[src/rtl/mc_ctrl_pkg.sv]
// Shared types and encodings for the multi-cycle MIPS sequencing controller.
// Latency: n/a (types and constants only).
// Backpressure: n/a.
package mc_ctrl_pkg;

   typedef enum logic [3:0] {
      S_IDLE      = 4'd0,
      S_FETCH     = 4'd1,
      S_DECODE    = 4'd2,
      S_MEM_ADDR  = 4'd3,
      S_MEM_READ  = 4'd4,
      S_MEM_WRITE = 4'd5,
      S_WB_MEM    = 4'd6,
      S_EXEC_R    = 4'd7,
      S_EXEC_I    = 4'd8,
      S_WB_ALU    = 4'd9,
      S_BRANCH    = 4'd10
   } state_t;

   // Opcodes (IR[31:26])
   localparam logic [5:0] OP_RTYPE = 6'b000000;
   localparam logic [5:0] OP_LW    = 6'b100011;
   localparam logic [5:0] OP_SW    = 6'b101011;
   localparam logic [5:0] OP_BEQ   = 6'b000100;
   localparam logic [5:0] OP_ADDI  = 6'b001000;
   localparam logic [5:0] OP_ADDIU = 6'b001001;

   // R-type function codes (IR[5:0])
   localparam logic [5:0] FN_ADD  = 6'b100000;
   localparam logic [5:0] FN_ADDU = 6'b100001;
   localparam logic [5:0] FN_SUB  = 6'b100010;
   localparam logic [5:0] FN_SUBU = 6'b100011;
   localparam logic [5:0] FN_AND  = 6'b100100;
   localparam logic [5:0] FN_OR   = 6'b100101;
   localparam logic [5:0] FN_SLL  = 6'b000000;
   localparam logic [5:0] FN_SRL  = 6'b000010;
   localparam logic [5:0] FN_SLT  = 6'b101010;
   localparam logic [5:0] FN_SLTU = 6'b101011;

   typedef enum logic [2:0] {
      ALU_ADD  = 3'b000,
      ALU_SUB  = 3'b001,
      ALU_AND  = 3'b010,
      ALU_OR   = 3'b011,
      ALU_SLL  = 3'b100,
      ALU_SRL  = 3'b101,
      ALU_SLT  = 3'b110,
      ALU_SLTU = 3'b111
   } alu_op_t;

   // ALU B-input mux selects
   localparam logic [1:0] SRC_B_REG      = 2'b00;
   localparam logic [1:0] SRC_B_FOUR     = 2'b01;
   localparam logic [1:0] SRC_B_IMM      = 2'b10;
   localparam logic [1:0] SRC_B_IMM_SHL2 = 2'b11;

endpackage

[src/rtl/multicycle_control_alu_func_decode.sv]
// R-type func field decoder: maps func to an ALU operation and a legality flag.
// Latency: purely combinational.
// Backpressure: none.
// Ports: func (in, IR[5:0]); alu_op (out, ALU operation); legal (out, func is supported).
module alu_func_decode
   import mc_ctrl_pkg::*;
(
   input  logic [5:0] func,
   output alu_op_t    alu_op,
   output logic       legal
);

   always_comb begin
      alu_op = ALU_ADD;
      legal  = 1'b1;
      case (func)
         FN_ADD, FN_ADDU: alu_op = ALU_ADD;
         FN_SUB, FN_SUBU: alu_op = ALU_SUB;
         FN_AND:          alu_op = ALU_AND;
         FN_OR:           alu_op = ALU_OR;
         FN_SLL:          alu_op = ALU_SLL;
         FN_SRL:          alu_op = ALU_SRL;
         FN_SLT:          alu_op = ALU_SLT;
         FN_SLTU:         alu_op = ALU_SLTU;
         default:         legal  = 1'b0;
      endcase
   end

endmodule

[src/rtl/multicycle_control.sv]
// Moore-style multi-cycle sequencer for the MIPS datapath (fetch/decode/exec/mem/wb).
// Latency: 3-5 cycles per instruction with zero-wait memory, +1 per memory wait cycle.
// Backpressure: FETCH/MEM_READ/MEM_WRITE hold with request stable until mem_ready.
// Ports: clk, rst_n; op_code/func (IR fields, valid from DECODE); zero (ALU flag);
//        mem_ready (memory handshake); datapath controls (mem_req ... alu_op);
//        illegal_instr (pulse in DECODE); state (debug view of current state).
module multicycle_control
   import mc_ctrl_pkg::*;
(
   input  logic       clk,
   input  logic       rst_n,
   input  logic [5:0] op_code,
   input  logic [5:0] func,
   input  logic       zero,
   input  logic       mem_ready,
   output logic       mem_req,
   output logic       mem_we,
   output logic       i_or_d,
   output logic       ir_write,
   output logic       pc_write,
   output logic       pc_src,
   output logic       reg_write,
   output logic       reg_dst,
   output logic       mem_to_reg,
   output logic       alu_src_a,
   output logic [1:0] alu_src_b,
   output logic [2:0] alu_op,
   output logic       illegal_instr,
   output logic [3:0] state
);

   state_t  state_q;
   state_t  state_d;
   alu_op_t func_op;
   logic    func_legal;

   alu_func_decode u_func_decode (
      .func   (func),
      .alu_op (func_op),
      .legal  (func_legal)
   );

   always_ff @(posedge clk or negedge rst_n) begin
      if (!rst_n) state_q <= S_IDLE;
      else        state_q <= state_d;
   end

   always_comb begin
      state_d       = state_q;
      mem_req       = 1'b0;
      mem_we        = 1'b0;
      i_or_d        = 1'b0;
      ir_write      = 1'b0;
      pc_write      = 1'b0;
      pc_src        = 1'b0;
      reg_write     = 1'b0;
      reg_dst       = 1'b0;
      mem_to_reg    = 1'b0;
      alu_src_a     = 1'b0;
      alu_src_b     = SRC_B_REG;
      alu_op        = ALU_ADD;
      illegal_instr = 1'b0;

      case (state_q)
         S_IDLE: state_d = S_FETCH;

         // PC+4 is computed alongside the fetch and committed with the IR.
         S_FETCH: begin
            mem_req   = 1'b1;
            alu_src_b = SRC_B_FOUR;
            if (mem_ready) begin
               ir_write = 1'b1;
               pc_write = 1'b1;
               state_d  = S_DECODE;
            end
         end

         // Branch target is computed speculatively into ALUOut here.
         S_DECODE: begin
            alu_src_b = SRC_B_IMM_SHL2;
            case (op_code)
               OP_LW, OP_SW:      state_d = S_MEM_ADDR;
               OP_ADDI, OP_ADDIU: state_d = S_EXEC_I;
               OP_BEQ:            state_d = S_BRANCH;
               OP_RTYPE: begin
                  if (func_legal) begin
                     state_d = S_EXEC_R;
                  end else begin
                     illegal_instr = 1'b1;
                     state_d       = S_FETCH;
                  end
               end
               default: begin
                  illegal_instr = 1'b1;
                  state_d       = S_FETCH;
               end
            endcase
         end

         S_MEM_ADDR: begin
            alu_src_a = 1'b1;
            alu_src_b = SRC_B_IMM;
            state_d   = (op_code == OP_LW) ? S_MEM_READ : S_MEM_WRITE;
         end

         S_MEM_READ: begin
            mem_req = 1'b1;
            i_or_d  = 1'b1;
            if (mem_ready) state_d = S_WB_MEM;
         end

         S_MEM_WRITE: begin
            mem_req = 1'b1;
            mem_we  = 1'b1;
            i_or_d  = 1'b1;
            if (mem_ready) state_d = S_FETCH;
         end

         S_WB_MEM: begin
            reg_write  = 1'b1;
            mem_to_reg = 1'b1;
            state_d    = S_FETCH;
         end

         S_EXEC_R: begin
            alu_src_a = 1'b1;
            alu_op    = func_op;
            state_d   = S_WB_ALU;
         end

         S_EXEC_I: begin
            alu_src_a = 1'b1;
            alu_src_b = SRC_B_IMM;
            state_d   = S_WB_ALU;
         end

         // IR is still held, so the opcode selects rd vs rt here.
         S_WB_ALU: begin
            reg_write = 1'b1;
            reg_dst   = (op_code == OP_RTYPE);
            state_d   = S_FETCH;
         end

         S_BRANCH: begin
            alu_src_a = 1'b1;
            alu_op    = ALU_SUB;
            pc_src    = 1'b1;
            pc_write  = zero;
            state_d   = S_FETCH;
         end

         default: state_d = S_IDLE;
      endcase
   end

   assign state = state_q;

endmodule

[config.mk]
export PLATFORM = sky130hd
export DESIGN_NAME = multicycle_control
export DESIGN_NICKNAME = d
export VERILOG_FILES = /design/src/rtl/mc_ctrl_pkg.sv /design/src/rtl/multicycle_control_alu_func_decode.sv /design/src/rtl/multicycle_control.sv
export SDC_FILE = /design/constraint.sdc
export NUM_CORES = 1
export LEC_CHECK = 0
export CAP_MARGIN = 15
export CORE_ASPECT_RATIO = 0.75
export CORE_MARGIN = 10
export CORE_UTILIZATION = 32
export DETAILED_ROUTE_END_ITERATION = 6
export PLACE_DENSITY = 0.75
export SYNTH_ARGS = -nofsm -noshare
export SYNTH_HDL_FRONTEND = slang
export SYNTH_SLANG_ARGS = --single-unit
[constraint.sdc]
create_clock -name clk -period 1.6 [get_ports clk]
set_input_delay 0.24 -clock clk [delete_from_list [all_inputs] [get_ports clk]]
set_output_delay 0.24 -clock clk [all_outputs]
set_load 0.05 [all_outputs]
==> results of run 1 <==
-- Yosys cell counts, types with 2 or more instances --
cell type	n
dfrtp_1	4
o22ai_1	4
or3_1	2
inv_1	4
nor2_1	9
nand2b_1	5
a31oi_1	2
or3b_1	2
o21ai_0	4
xor2_1	2
clkbuf_1	2
mux2i_1	2
nor3_1	5
or3_4	2
nand2_1	5
a21oi_1	6
buf_1	2
-- logic make-up after synthesis --
kind of cell           count (synthesis)  synth area share, %
AO/OA/AOI/OAI                         26                 31.0
XOR/XNOR                               2                 3.13
buffers and inverters                  8                 5.36
flip-flops                             4                 17.9
multiplexers                           3                 5.58
AND/OR/NAND/NOR                       36                 37.1
-- per-stage QoR --
| stage | setup WS [ps] | cell area, sq um | hold WS (ps) | TNS (ps) | util, % |
|---|---|---|---|---|---|
| 3_5_place_dp | -659 | 1480 | 455 | -3670 | 87.6 |
| 3_3_place_gp | -622 | 1480 | 451 | -3260 | 87.6 |
| 2_1_floorplan | -426 | 753 | -55.6 | -3700 | - |
==> metrics.yaml, run 1 <==
placed_cells: 157
ys_types: 34
htreeDepth: 1
post_cts_resize_count: 49
synth_seq_cells: 4
synth_top_area_share_pct: 17.9
synth-edff-count: 0
cts_buffers: 3
dieHeight_microns: 56.2
gp_congestion: 0.826
firstError: "[ERROR DPL-0038] Utilization greater than 100%, impossible to legalize"
netlist_instances: 79
haltStage: "4_1_cts"
ys_warn_count: 0
status: "aborted with a tool error"
cts_hold_buf: 0
rows: 13
synth_area_leader_cell: "dfrtp_1"
synth_area_leaders: "dfrtp_1, nor2_1, nand2b_1"
cts_setup_buffers: 11
clock_path_buffers: 2
hpwl_microns: 2540
ys_seq_area_share_pct: 17.9
synthFlopType: "dfrtp_1"
synth_area_sq_um: 561
start_util_pct: 33.1
die_width_microns: 68.3
io_buffers: 35
ios: 36
avgSynthCellArea_sq_um: 7.10
cts.sink_count: 4
cts_root_buf: "clkbuf_4"
synth_nets: 95
synthArstFlopShare_pct: 100
==> run 2, diff against run 1 <==
CORE_AREA = 10 10 71 73   (was not set)
CORE_ASPECT_RATIO = not set   (was 0.75)
CORE_MARGIN = not set   (was 10)
CORE_UTILIZATION = not set   (was 32)
DIE_AREA = 0 0 81 83   (was not set)
PLACE_DENSITY = not set   (was 0.75)
PLACE_DENSITY_LB_ADDON = 0.15   (was not set)
clock period = 2.08 ns   (was 1.6 ns; I/O delays follow)
==> run 2 against run 1 <==
The run now ends clean. Area after synthesis unchanged. Synthesized cell count stayed put.
==> metrics.yaml, run 2 <==
synth_top_area_share_pct: 17.9
grt_first_pass_wirelength_microns: 4070
setup_viol: 0
htreeDepth: 1
fin_skew_ps: 3.18
antenna_found_initial: 0
drive_above_1_share_pct: 46.6
worst_pin_slew_ps: 509
path_class: "in -> out"
worstPathMaxFanout: 2
cts_buffers: 3
area_delta_synth_final_pct: 149
synthFlopType: "dfrtp_1"
fin_area_sq_um: 1400
nets: 148
cts.sink_count: 4
layout_commonest_cell: "buf_4"
report.final.slew_viol_count: 0
synth_area_leader_cell: "dfrtp_1"
hold_viol: 0
die-area_sq_um: 6720
synth_area_sq_um: 561
setup_tns_ps: 0
ios: 36
worst_ep_arrival_time_ps: 1710
ys_warn_count: 0
diodes: 0
clock_path_buffers: 2
avgSynthCellArea_sq_um: 7.10
final_cell_mix: "buf_4, buf_12, clkdlybuf4s50_1"
synth_seq_cells: 4
vdd_ir_drop_max_uv: 382
maxSlewHeadroom_pct: 65.9
crit_required_ps: 1770
fin_crit_sh_pct: 97.1
clk_transition_reported_paths_ps: 40
rsz0062_at_grt: "false"
yosysMostFrequentCell: "nor2_1"
cts_root_buf: "clkbuf_8"
synth_nets: 95
status: "complete, no violations"
max_freq_mhz: 495
cap_violations: 0
largest_reg_flops: 4
crit_path_cell_trace: "buf_6, or3_4, or4_4, o21bai_4, a21oi_4, buf_12"
die_width_microns: 81
gp_congestion: 0.827
ys_seq_area_share_pct: 17.9
fin_cells: 179
synthArstFlopShare_pct: 100
fin_util_pct: 38.4
io_buffers: 35
dieHeight_microns: 83
synth-edff-count: 0
synth_area_leaders: "dfrtp_1, nor2_1, nand2b_1"
ys_types: 34
wl_per_cell_microns: 13.5
netlist_instances: 79
hpwl_microns: 2040
cellLeakagePower_nw: 0.586
firstDrtPassIters: 4
end_kind: "output pin"
grt_pass1_vias: 835
min_period_ps: 2020
ant_nets: 0
rows: 22
num_vias: 779
cts_tree: "built"
holdCritPathClass: "in -> async"
placed_cells: 171
drc: 0
core-area_sq_um: 3630
max_stage_delay_ps: 420
start_util_pct: 15.4
grt_overflow: 0
ys_top_cells_by_count: "nor2_1, a21oi_1, nand2_1, nand2b_1, nor3_1"
via_per_inst: 4.35
drt_iter0_markers: 27
grt_start_max_net_pins: 15
power_per_cell_area_nw_per_um2: 1190
cp-start-kind: "primary input"
routed_wl_microns: 2420
power_mw: 1.67
cp_slowest_cell: "or4_4"
clk_latency_ps: 230
placed_area_sq_um: 1310
grt_usage_pct: 7.32
[run 2: cell counts after synthesis]
Identical to the previous run, type by type.
[run 2: area by class of cell]
class                   instances  area (sq um)
fillers                       375          2240
repair buffers                 52           631
multi-input cells              67           542
flip-flops and latches          4           104
well taps                      48          60.1
clock buffers                   4          45.0
inverters                       4          15.0
[run 2: final timing paths]
check,from,end,slack [ps],cells past startpoint
worst min-delay path,rst_n,state[0],280,1
max in group asynchronous,rst_n,state[1],1620,1
worst max register to register,state[3],state[0],630,5
worst min register to register,state[0],state[0],620,1
min in group clk,op_code[4],state[1],590,5
worst max-delay path,op_code[5],illegal_instr,60,6
[run 2: per-stage QoR]
stage | hold slack [ps] | worst slack, ps
6_report | 284 | 61.1
5_1_grt | 294 | 1.81
4_1_cts | 287 | -43.4
3_5_place_dp | 525 | -319
3_3_place_gp | 532 | -304
2_1_floorplan | 16.4 | -178
[run 2: per-layer routing]
metal	vias up	wire length [microns]	GRT usage [%]
met5	-	0	0
li1	399	-	-
met3	3	108	1.62
met2	23	1200	12.1
met1	354	1080	8.61
met4	0	28	3.29
[run 2: critical path, delay by kind of cell]
| family | cells | cell delay (ps) |
|---|---|---|
| buffers and inverters | 2 | 240 |
| AO/OA/AOI/OAI | 2 | 360 |
| AND/OR/NAND/NOR | 2 | 790 |
[run 2: kinds of logic after synthesis]
family / count (synthesis) / synth area share [%]
simple gates: 36 / 37.1
compound gates: 26 / 31.0
buf+inv: 8 / 5.36
flops: 4 / 17.9
mux: 3 / 5.58
xor+xnor: 2 / 3.13
[run 2: report_power, final]
| part | internal (mW) | leakage (nW) | switching, mW |
|---|---|---|---|
| Sequential | 0.107 | 0.0476 | 0.0610 |
| Clock | 0.132 | 0.0228 | 0.0495 |
| Combinational | 0.585 | 0.516 | 0.732 |
| Total | 0.825 | 0.586 | 0.843 |
[run 2: what timing repair did]
action,CTS,global route
setup buffers,0,4
endpoints found under the setup margin,5,5
hold buffers,0,0
gates resized for setup,19,3
gates cloned,0,0
pin swaps,4,3
Note: power is estimated with default switching activity, not from simulation.
==> run 3, diff against run 2 <==
HOLD_SLACK_MARGIN = 0.06   (was not set)
==> results of run 3 <==
Final layout, timing and power as in run 2 (identical DEF).
==> run 4, diff against run 3 <==
SETUP_SLACK_MARGIN = 0.4   (was not set)
clock period = 2.3 ns   (was 2.08 ns; I/O delays follow)
==> run 4 against run 3 <==
Global-route usage down 0.084 points. Critical path depth unchanged. Count of clock-buffer cells in the layout down 1. Die area unchanged. First-iteration DRC count up 3.7%. Combinational power down 12%. Largest cell class is now multi-input gates. Highest routed layer unchanged.
==> metrics.yaml, run 4 (synthesis results as in run 2) <==
status: "complete, no violations"
p_sw_mw: 0.753
cp-start-kind: "primary input"
core-area_sq_um: 3630
htreeDepth: 1
drt_iter0_markers: 28
grt_util_met2_pct: 12.0
fin_util_pct: 38.0
wl_per_cell_microns: 13.9
routed_wl_microns: 2490
cellLeakagePower_nw: 0.584
nets: 149
max_stage_delay_ps: 440
worst_ep_arrival_time_ps: 1740
clock_path_buffers: 2
seq_power_share_pct: 9.5
grt_overflow: 0
diodes: 0
critical-path-top-delay-family: "simple AND/OR/NAND/NOR gates"
holdCritPathClass: "in -> async"
placed_cells: 163
cap_violations: 0
crit_required_ps: 1960
clockPowerShare_pct: 9.9
p_sw_share_pct: 52.4
ant_nets: 0
vdd_ir_drop_max_uv: 257
rsz0062_at_grt: "true"
die-area_sq_um: 6720
cts_hold_buf: 0
die_width_microns: 81
fin_crit_sh_pct: 90.6
final_cell_mix: "buf_4, buf_12, nor2_1, clkdlybuf4s50_1"
clk_transition_reported_paths_ps: 30
setup_tns_ps: 0
dieHeight_microns: 83
report.final.slew_viol_count: 0
busiest_layer: "met2"
min_period_ps: 2080
grt_use_met1_pct: 8.31
grt_usage_pct: 7.23
cts_root_buf: "clkbuf_8"
grt_start_max_net_pins: 8
start_util_pct: 15.4
drc: 0
cts_buffers: 3
grt_first_pass_wirelength_microns: 3960
internal_power_mw: 0.684
layout_commonest_cell: "buf_4"
worstPathMaxFanout: 3
groute.layer.met3.usage_pct: 1.94
largest_reg_flops: 4
cp.buffers_inverters: 2
hold_viol: 0
max_freq_mhz: 480
combPwrFrac_pct: 80.6
cp_slowest_cell: "or4_4"
fin_skew_ps: 0.677
gp_congestion: 0.760
via_per_inst: 4.41
fin_cells: 179
rows: 22
area_delta_synth_final_pct: 146
cts.sink_count: 4
cts_tree: "built"
maxSlewHeadroom_pct: 65.3
worst_pin_slew_ps: 520
clk_latency_ps: 210
grt_pass1_vias: 820
drive_above_1_share_pct: 54.2
nFillCells: 386
end_kind: "output pin"
num_vias: 789
hpwl_microns: 1960
path_class: "in -> out"
io_buffers: 35
firstDrtPassIters: 3
power_per_cell_area_nw_per_um2: 1040
crit_path_cell_trace: "buf_6, or3_4, or4_4, o21bai_4, a21oi_4, buf_12"
antenna_found_initial: 0
setup_viol: 0
ios: 36
## run 4: cell types whose count changed in the layout (fill, tap and decap cells not counted), moves of 3 or more
cell      delta
buf_12       -5
buf_4        +5
nand2b_1     -3
nand2b_2     +3
## run 4: final cells by class
class	count	area (sq um)	area share, %
clock buffer	3	41.3	2.99
inverter	4	17.5	1.27
multi-input combinational	67	578	41.9
sequential	4	105	7.62
tap	48	60.1	4.35
timing repair buffer	53	578	41.9
## run 4: worst reg2reg max path: stages (launching register included)
cell and delay (ps):
dfrtp_2 420, buf_4 170, nand2b_1 230, a211oi_1 290, o32a_1 190, a21oi_1 40
## run 4: per-stage QoR
step                      power (mW)  worst slack (ps)  cell area (sq um)  hold WS, ps
after floorplan                0.849               169                728         49.4
after global routing            1.52               179               1380          334
final                           1.44               215               1380          337
after detailed placement        1.19              -132               1240          556
after global placement          1.19              -116               1240          556
after CTS                       1.44              83.1               1360          334
## run 4: timing repair
| action | CTS | global route |
|---|---|---|
| gates resized for setup | 20 | 7 |
| endpoints found under the setup margin | 14 | 9 |
| pin swaps | 8 | 6 |
| setup buffers | 12 | 1 |
| hold endpoints to repair | 0 | 0 |
## run 4: worst paths after layout
path                       cells past startpoint        from             to  slack (ps)
setup / recovery                               6  op_code[1]  illegal_instr         220
hold / removal                                 1       rst_n       state[2]         340
setup reg to reg                               5    state[3]       state[0]         830
hold reg to reg                                2    state[0]       state[0]         630
max in group asynchronous                      1       rst_n       state[3]        1780
min in group clk                               5  op_code[4]       state[1]         610
## run 4: metal layers
metal	part of all wire (%)	up-vias	wire length, microns
li1	-	403	-
met1	41	363	1030
met2	51	21	1280
met3	6.4	2	160
met4	0.80	0	20
met5	0	-	0
## run 4: power groups by stage
stage	logic [mW]	registers, mW	clock network, mW
after detailed placement	0.991	0.202	0
after global placement	0.990	0.200	0
after CTS	1.16	0.136	0.146
final	1.16	0.136	0.143
after global routing	1.22	0.141	0.160
after floorplan	0.645	0.204	0
